`src/rtl/mux4_rr_arbiter.sv`:
```
// Round-robin arbiter that owns the select of a shared 4:1 datapath mux.
// Grants last until a final beat, quantum expiry or request withdrawal.
module mux4 #(
    parameter int unsigned WIDTH = 64
) (
    input  logic [WIDTH-1:0] d0,
    input  logic [WIDTH-1:0] d1,
    input  logic [WIDTH-1:0] d2,
    input  logic [WIDTH-1:0] d3,
    input  logic [1:0]       s,
    output logic [WIDTH-1:0] y
);
    always_comb begin
        case (s)
            2'd0:    y = d0;
            2'd1:    y = d1;
            2'd2:    y = d2;
            default: y = d3;
        endcase
    end
endmodule

module mux4_rr_arbiter #(
    parameter int unsigned WIDTH   = 64,
    parameter int unsigned QUANTUM = 4
) (
    input  logic             clk,
    input  logic             reset,
    input  logic [3:0]       req,
    input  logic [3:0]       last,
    input  logic [WIDTH-1:0] d0,
    input  logic [WIDTH-1:0] d1,
    input  logic [WIDTH-1:0] d2,
    input  logic [WIDTH-1:0] d3,
    input  logic             y_ready,
    output logic [3:0]       gnt,
    output logic [1:0]       sel,
    output logic             y_valid,
    output logic [WIDTH-1:0] y
);
    localparam int unsigned CW = $clog2(QUANTUM + 1);
    localparam logic [CW-1:0] CNT_LAST = CW'(QUANTUM - 1);

    typedef enum logic {IDLE, GRANT} st_t;

    st_t           st_q, st_d;
    logic [1:0]    ptr_q, ptr_d;
    logic [1:0]    sel_q, sel_d;
    logic [3:0]    gnt_q, gnt_d;
    logic [CW-1:0] cnt_q, cnt_d;

    logic [1:0]    win;
    logic          found;
    logic          xfer;

    mux4 #(.WIDTH(WIDTH)) u_mux (
        .d0 (d0),
        .d1 (d1),
        .d2 (d2),
        .d3 (d3),
        .s  (sel_q),
        .y  (y)
    );

    assign y_valid = (st_q == GRANT) & req[sel_q];
    assign xfer    = y_valid & y_ready;
    assign gnt     = gnt_q;
    assign sel     = sel_q;

    // First requester at or after ptr, wrapping modulo 4.
    always_comb begin
        win   = '0;
        found = 1'b0;
        for (int unsigned i = 0; i < 4; i++) begin
            if (!found && req[ptr_q + 2'(i)]) begin
                win   = ptr_q + 2'(i);
                found = 1'b1;
            end
        end
    end

    always_comb begin
        st_d  = st_q;
        ptr_d = ptr_q;
        sel_d = sel_q;
        gnt_d = gnt_q;
        cnt_d = cnt_q;
        case (st_q)
            IDLE: begin
                gnt_d = '0;
                if (found) begin
                    sel_d = win;
                    gnt_d = 4'b0001 << win;
                    cnt_d = '0;
                    st_d  = GRANT;
                end
            end
            GRANT: begin
                if (!req[sel_q] || (xfer && (last[sel_q] || cnt_q == CNT_LAST))) begin
                    st_d  = IDLE;
                    gnt_d = '0;
                    cnt_d = '0;
                    ptr_d = sel_q + 2'd1;
                end else if (xfer) begin
                    cnt_d = cnt_q + CW'(1);
                end
            end
            default: st_d = IDLE;
        endcase
    end

    always_ff @(posedge clk) begin
        if (!reset) begin
            st_q  <= IDLE;
            ptr_q <= '0;
            sel_q <= '0;
            gnt_q <= '0;
            cnt_q <= '0;
        end else begin
            st_q  <= st_d;
            ptr_q <= ptr_d;
            sel_q <= sel_d;
            gnt_q <= gnt_d;
            cnt_q <= cnt_d;
        end
    end
endmodule

```
`config.mk`:
```
export PLATFORM = sky130hd
export DESIGN_NAME = mux4_rr_arbiter
export DESIGN_NICKNAME = d
export VERILOG_FILES = /design/src/rtl/mux4_rr_arbiter.sv
export SDC_FILE = /design/constraint.sdc
export NUM_CORES = 1
export LEC_CHECK = 0
export BUFFER_PORTS_ARGS = -buffer_cell sky130_fd_sc_hd__buf_2
export CORE_AREA = 8 8 125 127
export CTS_BUF_LIST = sky130_fd_sc_hd__clkbuf_16
export DETAILED_ROUTE_END_ITERATION = 7
export DIE_AREA = 0 0 133 135
export PLACE_DENSITY = 0.56
export SLEW_MARGIN = 20
export SYNTH_ARGS = -nofsm -noshare
export SYNTH_HDL_FRONTEND = slang
export SYNTH_SLANG_ARGS = --single-unit
```
`constraint.sdc`:
```
create_clock -name clk -period 2.7 [get_ports clk]
set_input_delay 0.27 -clock clk [delete_from_list [all_inputs] [get_ports clk]]
set_output_delay 0.27 -clock clk [all_outputs]
set_load 0.05 [all_outputs]
```
==> results of run 1 <==
-- synthesized netlist by cell type --
cell and instances:
nor3b_2 1, inv_1 71, and3_4 1, o22ai_1 1, nor3b_1 2, o21ai_0 2
a22o_2 1, or2_2 1, a221oi_1 1, o41ai_1 1, o22a_1 1, a21oi_1 3
nand2b_1 1, mux4_2 1, or2_4 1, nor4_1 1, nor2b_1 2, nor3_1 3
a222oi_1 64, and2_1 3, o2bb2ai_1 2, clkbuf_1 22, o21a_1 2, a21boi_0 1
a32o_1 4, nor2_1 4, nand2_1 7, mux2i_1 69, o31ai_1 1, dfxtp_1 12
ha_1 6, buf_1 8, o221ai_1 1
-- area by class of cell --
class,instances,area [um2]
Antenna cell,1,2.50
Clock buffer,3,75.1
Clock inverter,1,3.75
Fill cell,1471,9020
Inverter,71,267
Multi-Input combinational cell,188,1990
Sequential cell,12,241
Tap cell,180,225
Timing Repair Buffer,344,1790
-- through the flow --
step | setup WS, ns | power (mW)
3_5_place_dp | 0.334 | 1.67
2_1_floorplan | 0.00567 | 1.20
3_3_place_gp | 0.369 | 1.67
5_1_grt | 0.0577 | 2.04
4_1_cts | 0.0792 | 1.95
6_report | 0.158 | 1.94
-- critical path, delay by kind of cell, from the launching register on --
kind	cells	cell delay, ns
adder cells (fa/ha/maj)	1	0.34
flip-flops	1	0.41
buffers and inverters	3	0.57
AO/OA/AOI/OAI	1	0.53
multiplexers	1	0.12
-- path summary, 6_finish.rpt --
path | depth (start not counted) | slack (ns) | to
worst max-delay path | 6 | 0.16 | y[55]
worst min-delay path | 2 | 0.38 | sel[1]$_SDFFE_PN0P_
worst max register to register | 5 | 0.84 | cnt_q[1]$_SDFFE_PN0P_
worst min register to register | 1 | 0.46 | gnt[0]$_SDFFE_PN0P_
-- state kept, by name, indices dropped and copies added (netlist names) --
signal and count:
gnt 4, cnt_q 3, sel 2, st_q 1, ptr_q 2
-- metal layers --
metal	part of all wire (%)	vias up	global-route usage [%]
li1	-	1824	-
met5	0	-	0
met2	50	243	27.9
met3	10	10	4.42
met4	0.65	0	1.64
met1	39	1752	19.4
-- kinds of logic (layout without fill, tap and decap cells) --
logic type | Yosys count | after routing
multiplexers | 70 | 70
other | 0 | 1
adder cells (fa/ha/maj) | 6 | 6
buffers and inverters | 101 | 419
flip-flops | 12 | 12
AND/OR/NAND/NOR | 27 | 27
AO/OA/AOI/OAI | 85 | 85
-- report_power, final --
part	total, mW	internal (mW)	leakage, nW	switching, mW
sequential	0.201	0.189	0.0984	0.0115
clock	0.277	0.195	0.0385	0.0813
combinational	1.46	0.483	2.42	0.976
total	1.94	0.868	2.56	1.07
==> results.tsv, run 1 <==
metric	value	unit
die_area	0.0180	mm2
hold_viol_final	0	
synth_seq_cells	12	
synth_xor_area_share	0	%
dp_hpwl	13500	um
synthCells	301	
clkTransAtPathRegs	0.04	ns
dr_total_vias	3829	
viasPerCell	4.79	
worstPathRequired	2.43	ns
synth_area	0.00237	mm2
start_util	17.4	%
seq_area_frac_synth	10.2	%
hp-class	in2reg	
gp_congestion	0.917	
first_pass_iters	8	
grt_pass1_wl	22700	um
grt_max_degree	44	
period_minus_slack	2.54	ns
synthesis.nets	574	
cp_slowest_stage_delay	0.53	ns
start_kind	register	
overflow	0	
ys_top_cells_by_area	mux2i_1 (29%), a222oi_1 (27%), inv_1 (11%)	
root_buffer	clkbuf_16	
synth-compound-area-share	34.0	%
final_area	0.00460	mm2
cts_buffer_depth	2	
die_w	133	um
power_density	421	mW/mm2
antenna_left	0	
synth.top_cell.area_share	29.2	%
leakage	2.56	nW
rsz0062_at_grt	false	
fp.coreArea	0.0136	mm2
run_status	finished, violations left	
drive_gt1_share	67.5	%
worst-endpoint-arrival	2.27	ns
worstSetupPathType	reg2out	
die_y	135	um
drv_cap	0	
insertion_delay	0.24	ns
nets	893	
rows	43	
crit_path_start	sel[1]$_SDFFE_PN0P_	
syn_area_per_cell	7.86	um2
ios	338	
worst_pin_slew	0.573	ns
max_freq	393	MHz
end_kind	output pin	
final_util	33.8	%
crit_chain	inv_1 > ha_2 > buf_12 > a222oi_1 > mux2i_2 > buf_2	
drv_slew	0	
synth-simple-area-share	6.50	%
totalNegativeSetupSlack	0	ns
gr-usage-all-layers	15.9	%
post_drt_wl_per_cell	20.1	um
maxSlewHeadroom	61.5	%
hold_ws	0.376	ns
violations	DRC	
clock-sinks	12	
cts_tree	yes	
wirelength	16000	um
grt_pass1_vias	3714	
stdcell_count	800	
final_common_cell	buf_2	
drt_iter0_drc	458	
postCtsSetupRepairBufs	0	
cts_buffers	3	
h-tree-depth	1	
yosys_warnings	0	
port_buffers	337	
finalSetupViolCount	0	
synthMuxAreaShare	30.1	%
synth_top_family_by_area	compound AO/OA/AOI/OAI gates	
yosysUniqueCellTypes	33	
worstHoldStart	reset	
peakVddDrop	251	uV
synth_top_area_cell	mux2i_1	
post-route-period-util	94.1	%
final_cell_mix	buf_2 (337), inv_1 (71), a222oi_1 (64), mux2i_2 (60), dfxtp_1 (11)	
antenna_found_initial	0	
cts_hold_buf	0	
placed_area	0.00451	mm2
synthAdderAreaFrac	3.17	%
path_max_fanout	43	
reg2reg_from	sel[0]$_SDFFE_PN0P_	
dp_cells	795	
syn2layout_area_growth	94.2	%
crit_slowest_cell	a222oi_1	
drc_errors	1	
skew	0.00139	ns
cts_resized	0	
Note: power is estimated with default switching activity, not from simulation.
==> run 2: changes to the inputs <==
--- a/config.mk
+++ b/config.mk
@@ -10,7 +10,6 @@
 export CTS_BUF_LIST = sky130_fd_sc_hd__clkbuf_16
 export DETAILED_ROUTE_END_ITERATION = 7
 export DIE_AREA = 0 0 133 135
-export PLACE_DENSITY = 0.56
 export SLEW_MARGIN = 20
 export SYNTH_ARGS = -nofsm -noshare
 export SYNTH_HDL_FRONTEND = slang
==> run 2 against run 1 <==
Compared with the run above:
- combinational power about the same
- cell area increased by 1.1%
- the flow still finishes with violations (DRC)
- non-clock buffer count increased by 7
- highest routed layer is now met5
- count of clock-buffer cells in the layout unchanged
==> results.tsv, run 2 (synthesis results as in run 1) <==
metric	value	unit	change
hold_viol_final	0		unchanged
insertion_delay	0.24	ns	about the same
rows	43		unchanged
dp_hpwl	13600	um	+0.81%
drv_slew	0		unchanged
run_status	finished, violations left		
ios	338		unchanged
drv_cap	0		unchanged
cts_buffers	3		unchanged
cp_top_family	buffers and inverters		
worst-endpoint-arrival	2.26	ns	about the same
fp.coreArea	0.0136	mm2	unchanged
period_minus_slack	2.53	ns	-0.00698 ns
root_buffer	clkbuf_16		
syn2layout_area_growth	96.4	%	
cts_tree	yes		
first_pass_iters	8		unchanged
postCtsSetupRepairBufs	0		unchanged
totalNegativeSetupSlack	0	ns	unchanged
stdcell_count	807		+0.88%
drive_gt1_share	67.7	%	+0.20 points
antenna_found_initial	2		+2
skew	0.00300	ns	+0.00161 ns
pre_cts_ws	0.423	ns	+0.0888 ns
crit_slowest_cell	dfxtp_1		
post-route-period-util	93.9	%	-0.26 points
die_w	133	um	unchanged
cts_hold_buf	0		unchanged
grt_pass1_wl	22700	um	-0.33%
viasPerCell	4.79		about the same
final_common_cell	buf_2		
worstPathRequired	2.43	ns	about the same
rsz0062_at_grt	false		
path_max_fanout	21		-51%
power_density	418	mW/mm2	-0.73%
placed_area	0.00457	mm2	+1.2%
hp-class	in2reg		
crit_chain	inv_1 > ha_2 > buf_4 > a222oi_1 > mux2i_2 > buf_2		
gp_congestion	0.924		+0.73%
clock-sinks	12		unchanged
antenna_left	0		unchanged
end_kind	output pin		
peakVddDrop	454	uV	+81%
grt_max_degree	48		+9.1%
clkTransAtPathRegs	0.04	ns	about the same
leakage	2.59	nW	+1.2%
h-tree-depth	1		unchanged
gr-usage-all-layers	15.8	%	-0.051 points
final_cell_mix	buf_2 (337), inv_1 (71), a222oi_1 (64), mux2i_2 (60), dfxtp_1 (12)		
finalSetupViolCount	0		unchanged
die_y	135	um	unchanged
setup_ws	0.165	ns	+0.00698 ns
largest_reg_flops	4		unchanged
max_freq	395	MHz	+0.28%
maxSlewHeadroom	60.1	%	-1.3 points
die_area	0.0180	mm2	unchanged
drt_iter0_drc	455		-0.66%
cts_resized	0		unchanged
violations	DRC		
wirelength	15900	um	-0.98%
port_buffers	337		unchanged
start_util	17.4	%	unchanged
start_kind	register		
dr_total_vias	3862		+0.86%
worst_pin_slew	0.593	ns	+0.0200 ns
cp_num_buf_inv	3		unchanged
nets	900		+0.78%
dp_cells	802		+0.88%
final_area	0.00465	mm2	+1.1%
grt_pass1_vias	3701		-0.35%
cp_slowest_stage_delay	0.50	ns	-0.03 ns
drc_errors	3		+2
overflow	0		unchanged
worstSetupPathType	reg2out		
cts_buffer_depth	2		unchanged
post_drt_wl_per_cell	19.7	um	-1.8%
## run 2: cell type report
| cell class | count | area [um2] |
|---|---|---|
| sequential | 12 | 240 |
| timing repair buffer | 351 | 1840 |
| inverter | 71 | 267 |
| clock buffer | 3 | 75.1 |
| tap | 180 | 225 |
| multi-input combinational | 188 | 1990 |
| clock inverter | 1 | 3.75 |
| fill | 1457 | 8960 |
| antenna | 1 | 2.50 |
## run 2: where the power goes
part / internal, mW / total (mW) / switching [mW]
registers: 0.189 / 0.201 / 0.0116
clock network: 0.195 / 0.271 / 0.0762
logic: 0.491 / 1.47 / 0.980
total: 0.875 / 1.94 / 1.07
## run 2: worst paths after layout
kind,startpoint,to,slack (ns),cells past startpoint
hold reg to reg,gnt[0]$_SDFFE_PN0P_,gnt[0]$_SDFFE_PN0P_,0.46,1
setup reg to reg,sel[0]$_SDFFE_PN0P_,cnt_q[1]$_SDFFE_PN0P_,0.84,5
setup / recovery,sel[1]$_SDFFE_PN0P_,y[49],0.17,6
hold / removal,reset,sel[1]$_SDFFE_PN0P_,0.38,2
## run 2: routing by layer
metal	track usage, %	part of all wire (%)	vias up
li1	-	-	1840
met4	2.33	1.0	4
met1	18.9	37	1782
met5	0	0.18	-
met2	28.5	52	224
met3	3.86	9.8	12
## run 2: metrics by stage
step	total power, mW	hold WS [ns]	util, %
2_1_floorplan	1.20	0.448	-
3_3_place_gp	1.68	0.454	33.5
3_5_place_dp	1.68	0.451	33.5
4_1_cts	1.96	0.379	34.1
5_1_grt	2.04	0.391	34.1
6_report	1.94	0.383	34.1
